## src/rtl/cpu_sequencer.sv

```systemverilog
// cpu_sequencer: 8-phase instruction sequencer for the 8-bit Simple RISC CPU.
// Drives PC/IR/ACC load strobes, address mux, memory enable/direction and
// the accumulator bus buffer. Adds halt/resume, stall and a retired count.
//
//  state      | meaning
//  -----------+-----------------------------------------------------------
//  INST_ADDR  | PC on address bus
//  INST_FETCH | memory read of instruction
//  INST_LOAD  | instruction register load
//  DECODE     | opcode valid; HLT parks here with halted=1
//  INC        | PC increment
//  OP_ADDR    | operand address on bus, read for ALU ops
//  ALU_OP     | operand read, SKZ skip, JMP load, STO bus drive
//  STORE      | accumulator load or memory write, JMP load
module cpu_sequencer #(
    parameter int CNT_W = 16
) (
    input  logic             clk,
    input  logic             rst,
    input  logic             enable,
    input  logic             resume,
    input  logic [2:0]       opcode,
    input  logic             zero,
    output logic             sel,
    output logic             mem_en,
    output logic             mem_rw,
    output logic             ld_ir,
    output logic             ld_ac,
    output logic             ld_pc,
    output logic             inc_pc,
    output logic             data_e,
    output logic             halt,
    output logic [2:0]       phase,
    output logic [CNT_W-1:0] instr_count
);

    typedef enum logic [2:0] {
        INST_ADDR  = 3'd0,
        INST_FETCH = 3'd1,
        INST_LOAD  = 3'd2,
        DECODE     = 3'd3,
        INC        = 3'd4,
        OP_ADDR    = 3'd5,
        ALU_OP     = 3'd6,
        STORE      = 3'd7
    } phase_t;

    localparam logic [2:0] OP_HLT = 3'b000;
    localparam logic [2:0] OP_SKZ = 3'b001;
    localparam logic [2:0] OP_ADD = 3'b010;
    localparam logic [2:0] OP_AND = 3'b011;
    localparam logic [2:0] OP_XOR = 3'b100;
    localparam logic [2:0] OP_LDA = 3'b101;
    localparam logic [2:0] OP_STO = 3'b110;
    localparam logic [2:0] OP_JMP = 3'b111;

    phase_t           state;
    logic             halted;
    logic [CNT_W-1:0] count;
    logic             alu_op;
    logic             is_sto;
    logic             is_jmp;
    logic             is_skz;

    assign alu_op = (opcode == OP_ADD) || (opcode == OP_AND) ||
                    (opcode == OP_XOR) || (opcode == OP_LDA);
    assign is_sto = (opcode == OP_STO);
    assign is_jmp = (opcode == OP_JMP);
    assign is_skz = (opcode == OP_SKZ);

    // Phase, halt flag and retired count; everything frozen while enable=0.
    always_ff @(posedge clk or posedge rst) begin
        if (rst) begin
            state  <= INST_ADDR;
            halted <= 1'b0;
            count  <= '0;
        end else if (enable) begin
            if (halted) begin
                // Resume skips straight to INC so the PC steps past the HLT.
                if (resume) begin
                    halted <= 1'b0;
                    state  <= INC;
                end
            end else begin
                case (state)
                    DECODE: begin
                        if (opcode == OP_HLT) begin
                            halted <= 1'b1;
                        end else begin
                            state <= INC;
                        end
                    end
                    STORE: begin
                        state <= INST_ADDR;
                        count <= count + 1'b1;
                    end
                    default: state <= phase_t'(state + 3'd1);
                endcase
            end
        end
    end

    // Control point decode from the held phase plus current opcode/zero.
    always_comb begin
        sel    = 1'b1;
        mem_en = 1'b0;
        mem_rw = 1'b0;
        ld_ir  = 1'b0;
        ld_ac  = 1'b0;
        ld_pc  = 1'b0;
        inc_pc = 1'b0;
        data_e = 1'b0;
        if (!halted) begin
            case (state)
                INST_ADDR: sel = 1'b1;
                INST_FETCH: mem_en = 1'b1;
                INST_LOAD: begin
                    mem_en = 1'b1;
                    ld_ir  = 1'b1;
                end
                DECODE: sel = 1'b1;
                INC: begin
                    sel    = 1'b0;
                    inc_pc = 1'b1;
                end
                OP_ADDR: begin
                    sel    = 1'b0;
                    mem_en = alu_op;
                end
                ALU_OP: begin
                    sel    = 1'b0;
                    mem_en = alu_op;
                    inc_pc = is_skz & zero;
                    ld_pc  = is_jmp;
                    data_e = is_sto;
                end
                STORE: begin
                    sel    = 1'b0;
                    mem_en = alu_op | is_sto;
                    mem_rw = is_sto;
                    ld_ac  = alu_op;
                    ld_pc  = is_jmp;
                    data_e = is_sto;
                end
                default: sel = 1'b1;
            endcase
        end
    end

    // Halting parks the phase register at DECODE, so phase reads 3 there.
    assign phase       = state;
    assign halt        = halted;
    assign instr_count = count;

endmodule

```

## config.mk

```make
export PLATFORM = sky130hd
export DESIGN_NAME = cpu_sequencer
export DESIGN_NICKNAME = d
export VERILOG_FILES = /design/src/rtl/cpu_sequencer.sv
export SDC_FILE = /design/constraint.sdc
export NUM_CORES = 1
export LEC_CHECK = 0
export BUFFER_PORTS_ARGS = -buffer_cell sky130_fd_sc_hd__buf_2
export CORE_MARGIN = 3
export CORE_UTILIZATION = 35
export DETAILED_ROUTE_END_ITERATION = 6
export PLACE_DENSITY_LB_ADDON = 0.12
export SYNTH_ARGS = -nofsm -noshare
export SYNTH_HDL_FRONTEND = slang
export SYNTH_SLANG_ARGS = --single-unit
```

## constraint.sdc

```tcl
create_clock -name clk -period 3.1 [get_ports clk]
set_clock_uncertainty 0.05 [all_clocks]
set_input_delay 0.31 -clock clk [delete_from_list [all_inputs] [get_ports clk]]
set_output_delay 0.31 -clock clk [all_outputs]
set_load 0.02 [all_outputs]
```

==> summary.md, run 1 <==
| Metric | Value |
|---|---|
| Detail Route Antenna Nets | 0 |
| Seq/Total Area, Yosys | 43.67% |
| Leakage | 0.0007247 µW |
| Setup crit end kind | output pin |
| Layout cell share with drive strength beyond 1 | slightly below 30% |
| Worst Max-Slew Pin Slew | 0.7660 ns |
| Status | finished clean |
| Critical Path Max Stage Delay | between 0.4 and 0.5 ns |
| Initial Util | between 30% and 40% |
| Final hold viol count | 0 |
| Worst setup path class | flip-flop to output pin |
| Delay-heaviest family, CP | adder cells |
| Sw frac | between 40 and 50% |
| Setup bufs post-CTS | 0 |
| CTS Root Cell | clkbuf_4 |
| CTS max path bufs | 2 |
| Gr usage total | 12.72% |
| Slew headroom | 48.88% |
| Maximum VDD drop | 0.3553 mV |
| WP data arrival | 1.80 ns |
| DR pass1 iterations | 4 |
| IO Pins | 36 |
| P_int | 599.3 µW |
| Startpoint types | flip-flop |
| Met3 Wirelength | about 100 µm |
| Clock transition at the registers of the reported paths | 0.12 ns |
| Fin area | between 1000 and 1500 µm² |
| Crit-path cells | ha_1 -> ha_1 -> a21oi_1 -> nor4b_1 -> buf_2 |
| Final WL | 2355 µm |
| Post-Place Cells | 192 |
| Vias in the first global route | 946 |
| ANT cells | 0 |
| Cells after Synth | roughly 120 |
| Vias/cell | 4.827 |
| Initial DRC count | 33 |
| Max layer used | met4 |
| Wire per inst | 12.02 µm |
| Layout Cells excl Fill | around 200 |
| Setup_tns | 0 ns |
| Post-Syn Area per Cell | 9.966 µm² |
| Commonest cells after routing, fill and taps aside | buf_2 (35), dfrtp_1 (20), xnor2_1 (12), nand2_1 (11), inv_1 (9) |
| Port bufs | 35 |
| #FFs+latches synth | 20 |
| Count of cell types in the netlist | 32 |
| Worst path bufs/invs | 1 |
| Final Wtd Congestion | 0.8178 |
| Clk Latency, worst-skew pair | about 0.30 ns |
| Fin. max-slew vios | 0 |
| Yosys top cell area share | about 44% |
| Remaining DRCs | 0 |
| Synthesis-to-finish area growth | 23.25% |
| Clock share of power | 20.9% |
| Setup violators final | 0 |
| Hold-fix buffer count after cts | 0 |
| Crit path required time | about 2.7 ns |
| Flop pwr share | a little under two fifths |
| Total power draw | 1020 µW |
| H-tree depth | 1 |
| Core area | approximately 3100 µm² |
| Routed length on met1 | around 1100 µm |
| Unrepaired setup endpoints after global routing | no |
| Crit-path most repeated cell | ha_1 |
| Layout Nets | about 170 |
| Most common cell after layout, fill and taps aside | buf_2 |
| Die width | 63.23 µm |
| Final hold slack | around 0.07 ns |
| Synth area leaders | dfrtp_1 (44%), xnor2_1 (9.2%), ha_1 (7.6%) |
| Post-Syn Area | 1146 µm² |
| Tcrit/Tclk final | a little over two thirds |
| Num CTS Buffers | 3 |
| Die area | 3997 µm² |
| Initial antenna violation count | 0 |
| Crit Path Max Fanout | 7 |
| P_sw | 420.7 µW |
| Minimum clock period | around 2.2 ns |
| Slowest cell on crit path | dfrtp_1 |
| Cell taking the most area after synthesis | dfrtp_1 |
| Sink Count | 20 |
| Largest net degree at the start of global routing | 21 |
| Placed cell area | 1360 µm² |
| FMAX | between 0.4 and 0.5 GHz |
| Worst hold path type | input pin to async pin |
| CTS tree | built |
| First-pass GRT wire length | 4195 µm |
| Met2 WL | 1174 µm |
| Total of max-cap violations | 0 |
| Vias | 946 |
| Power per cell area | about 720 nW/µm² |
| # resized after CTS | 0 |
| Comb pwr share | 42.1% |
| Row count | 20 |
| Die Span Y | 63.23 µm |
| Syn nets | 130 |
| Synthesis Warnings | 0 |
| Post-DP HPWL | around 1900 µm |
| Total congestion overflow | 0 |
==> per-layer routing <==
metal | up-vias | global-route usage [%]
li1 | 473 | -
met1 | 451 | 15.31
met2 | 20 | 22.92
met3 | 2 | 2.139
met4 | 0 | 4.043
met5 | - | 0
==> power by group through the flow <==
stage | registers, µW | logic (µW) | clock network, µW
after floorplan | 416 | 262 | 0
after global placement | 380 | 433 | 0
after detailed placement | 382 | 432 | 0
after CTS | 377 | 434 | 222
after global routing | 389 | 474 | 233
final | 377 | 430 | 213
==> cells in the mapped netlist <==
library cell / number
nor4b_2: 1
xor2_1: 4
and2_1: 1
a22oi_1: 2
nor3b_1: 1
a21oi_1: 3
and3_1: 3
dfrtp_1: 20
buf_6: 1
nor3_2: 2
nor2b_1: 1
inv_1: 9
nor4b_1: 1
nand3b_1: 1
nand4_1: 1
and4_1: 1
and4b_1: 1
o21ai_0: 6
or3_1: 1
mux2_2: 1
ha_1: 7
nand3_1: 7
a41oi_1: 1
nor4_1: 2
nor2_1: 8
nand4_4: 1
a31oi_1: 1
xnor2_1: 12
nor3_1: 2
mux2i_1: 1
nand2_1: 11
buf_2: 1
==> per-stage QoR <==
| stage | util [%] | setup slack (ns) |
|---|---|---|
| 6_report | 45.89 | 0.9400 |
| 3_5_place_dp | 44.19 | 1.124 |
| 5_1_grt | 45.89 | 0.7608 |
| 2_1_floorplan | - | 0.9406 |
| 3_3_place_gp | 44.19 | 1.217 |
| 4_1_cts | 45.89 | 0.9156 |
==> path summary, 6_finish.rpt <==
kind,from,slack [ns],cells past startpoint,endpoint
setup / recovery,phase[0],0.94,5,ld_pc
hold / removal,rst,0.07,2,instr_count[3]
setup reg to reg,phase[0],1.09,6,instr_count[15]
hold reg to reg,instr_count[15],0.43,1,instr_count[15]
max in group asynchronous,rst,2.44,2,phase[0]
min in group clk,resume,0.15,2,halt
==> final cells by class <==
class,count,area [µm²]
well taps,44,55.05
multi-input cells,84,595.6
flip-flops and latches,20,500.5
inverters,9,33.78
clock buffers,3,22.52
clock inverters,1,30.03
fillers,315,1665
repair buffers,35,175.2
==> state kept, by name, summed over array words and instances (netlist names) <==
name	cells
halt	1
instr_count	16
phase	3
==> kinds of logic (layout without fill, tap and decap cells) <==
kind of cell	count (synthesis)	in the layout	share of synthesized area (%)
adders and majority gates	7	7	7.642
DFF	20	20	43.67
xor gates and xnor gates	16	16	12.23
buffers and inverters	11	48	4.366
AOI/OAI and AO/OA	13	13	6.550
muxes	2	2	1.856
and+or+nand+nor	46	46	23.69
No activity file was read; power rests on OpenSTA's default activity.
==> inputs of run 2 (changes only) <==
clock period = 2.1 ns   (was 3.1 ns; I/O delays follow)
==> summary.md, run 2 (synthesized netlist as in run 1, its figures left out) <==
| Metric | Value |
|---|---|
| CTS tree | built (unchanged) |
| Vias | 938 (was 946) |
| ANT cells | 0 (unchanged) |
| Row count | 20 (unchanged) |
| Post-place setup slack | 0.2808 ns (was 1.124 ns) |
| Layout Cells excl Fill | 197 (was 196) |
| Slowest cell on crit path | dfrtp_2 (was dfrtp_1) |
| Fill cells | 322 (was 315) |
| Worst setup slack after layout | 0.1262 ns (was 0.9400 ns) |
| Hold-fix buffer count after cts | 0 (unchanged) |
| Worst Max-Slew Pin Slew | 0.7549 ns (was 0.7660 ns) |
| Clock transition at the registers of the reported paths | 0.10 ns (was 0.12 ns) |
| Post-DP HPWL | 1790 µm (was 1859 µm) |
| Crit-path most repeated cell | ha_1 (unchanged) |
| First-pass GRT wire length | 4291 µm (was 4195 µm) |
| Most common cell after layout, fill and taps aside | buf_2 (unchanged) |
| Total power draw | 1402 µW (was 1020 µW) |
| Core Util, Final | 45.77% (was 45.89%) |
| Area occupied by registers | 501.7 µm² (was 500.5 µm²) |
| Worst hold path type | input pin to async pin (unchanged) |
| Total congestion overflow | 0 (unchanged) |
| Total of max-cap violations | 0 (unchanged) |
| Setup crit end kind | output pin (unchanged) |
| Placed cell area | 1368 µm² (was 1360 µm²) |
| Worst setup path class | flip-flop to output pin (unchanged) |
| Tcrit/Tclk final | 93.99% |
| Status | finished with violations (was finished clean) |
| Vias/cell | 4.761 (was 4.827) |
| H-tree depth | 1 (unchanged) |
| Largest net degree at the start of global routing | 21 (unchanged) |
| Wire per inst | 11.75 µm (was 12.02 µm) |
| WP data arrival | 1.71 ns (was 1.80 ns) |
| Layout Nets | 170 (was 168) |
| Die Span Y | 63.23 µm (unchanged) |
| Port bufs | 35 (unchanged) |
| Multi-input logic area | 605.6 µm² (was 595.6 µm²) |
| Initial Util | 37.24% (unchanged) |
| Clk Latency, worst-skew pair | 0.29 ns (was 0.30 ns) |
| Fin. max-slew vios | 0 (unchanged) |
| Num CTS Buffers | 3 (unchanged) |
| Vias in the first global route | 961 (was 946) |
| IO Pins | 36 (unchanged) |
| Crit Path Max Fanout | 6 (was 7) |
| Slew headroom | 49.62% (was 48.88%) |
| FMAX | 0.5066 GHz |
| Fin area | 1409 µm² (was 1413 µm²) |
| DR pass1 iterations | 4 (unchanged) |
| Synthesis-to-finish area growth | 22.93% (was 23.25%) |
| Layout cell share with drive strength beyond 1 | 31.37% (was 28.95%) |
| Worst path bufs/invs | 2 (was 1) |
| Critical Path Max Stage Delay | 0.45 ns (about the same) |
| Detail Route Antenna Nets | 0 (unchanged) |
| Final Wtd Congestion | 0.7583 (was 0.8178) |
| Post-Place Cells | 193 (was 192) |
| Crit path required time | 1.84 ns (was 2.74 ns) |
| Commonest cells after routing, fill and taps aside | buf_2 (35), dfrtp_1 (19), xnor2_1 (12), nand2_1 (11), inv_1 (9) (was buf_2 (35), dfrtp_1 (20), xnor2_1 (12), nand2_1 (11), inv_1 (9)) |
| Failing checks | hold timing |
| Gr usage total | 12.91% (was 12.72%) |
| Final WL | 2315 µm (was 2355 µm) |
| CTS max path bufs | 2 (unchanged) |
| Sink Count | 20 (unchanged) |
| Core area | 3078 µm² (unchanged) |
| Final hold slack | -0.02136 ns (was 0.06938 ns) |
| CTS Root Cell | clkbuf_4 (unchanged) |
| Startpoint types | flip-flop (unchanged) |
| Initial antenna violation count | 0 (unchanged) |
| Max reg flops | 16 (unchanged) |
| Remaining DRCs | 0 (unchanged) |
| Crit-path cells | ha_1 -> ha_1 -> buf_4 -> a21oi_2 -> nor4_1 -> buf_2 (was ha_1 -> ha_1 -> a21oi_1 -> nor4b_1 -> buf_2) |
| Initial DRC count | 20 (was 33) |
| Die width | 63.23 µm (unchanged) |
| Die area | 3997 µm² (unchanged) |
| Delay-heaviest family, CP | flip-flops (was adder cells) |
| Minimum clock period | 1.974 ns |
| Power per cell area | 995.3 nW/µm² (was 722.1 nW/µm²) |
| Maximum VDD drop | 0.6016 mV (was 0.3553 mV) |
| Setup violators final | 0 (unchanged) |
| Leakage | 0.0007217 µW (was 0.0007247 µW) |
| Final hold viol count | 20 (was 0) |
==> run 2: cell types whose count changed in the layout (fill, tap and decap cells not counted), sizes merged <==
| cell | change |
|---|---|
| buf | +2 |
| bufinv | -1 |
==> run 2: power by group <==
group	internal (µW)	total (µW)	switching, µW
clock	66.8	176	110
combinational	260	667	407
sequential	455	559	104
==> run 2: metrics by stage <==
| step | TNS [ns] | hold WS (ns) |
|---|---|---|
| detailed placement | 0 | 0.3445 |
| global placement | 0 | 0.3243 |
| floorplan | 0 | 0.1238 |
| finish | 0 | -0.02136 |
| CTS | 0 | 0.009089 |
| global route | -0.002118 | 0.03191 |
==> run 2: area by class of cell <==
| type | instances | share of cell area [%] |
|---|---|---|
| multi-input combinational | 84 | 42.98 |
| inverter | 9 | 2.398 |
| timing repair buffer | 37 | 13.50 |
| clock buffer | 3 | 1.599 |
| tap | 44 | 3.908 |
| sequential | 20 | 35.61 |
==> run 2: what timing repair did <==
item                       in CTS  in global routing
setup endpoints to repair       0                  3
buffers inserted                0                  1
resized for setup               0                  3
==> run 2: path summary, 6_finish.rpt <==
kind	from	endpoint	slack [ns]	cells after the start
max in group asynchronous	rst	phase[0]	1.50	2
min in group clk	resume	halt	0.05	2
hold reg to reg	instr_count[15]	instr_count[15]	0.43	1
hold / removal	rst	instr_count[6]	-0.02	2
setup reg to reg	phase[0]	phase[0]	0.29	6
setup / recovery	phase[0]	data_e	0.13	6
==> run 2: routing by layer <==
metal | share of wire [%] | vias up | global-route usage (%)
li1 | - | 472 | -
met3 | 4.8 | 2 | 3.922
met2 | 49 | 23 | 22.13
met1 | 46 | 441 | 16.46
met4 | 0.56 | 0 | 1.617
met5 | 0 | - | 0
==> run 2: worst reg2reg max path: stages (launching register included) <==
cell and delay (ns):
dfrtp_2 0.45, ha_1 0.24, ha_1 0.20, buf_4 0.16
nor3b_1 0.33, mux2i_1 0.12, o21ai_0 0.18
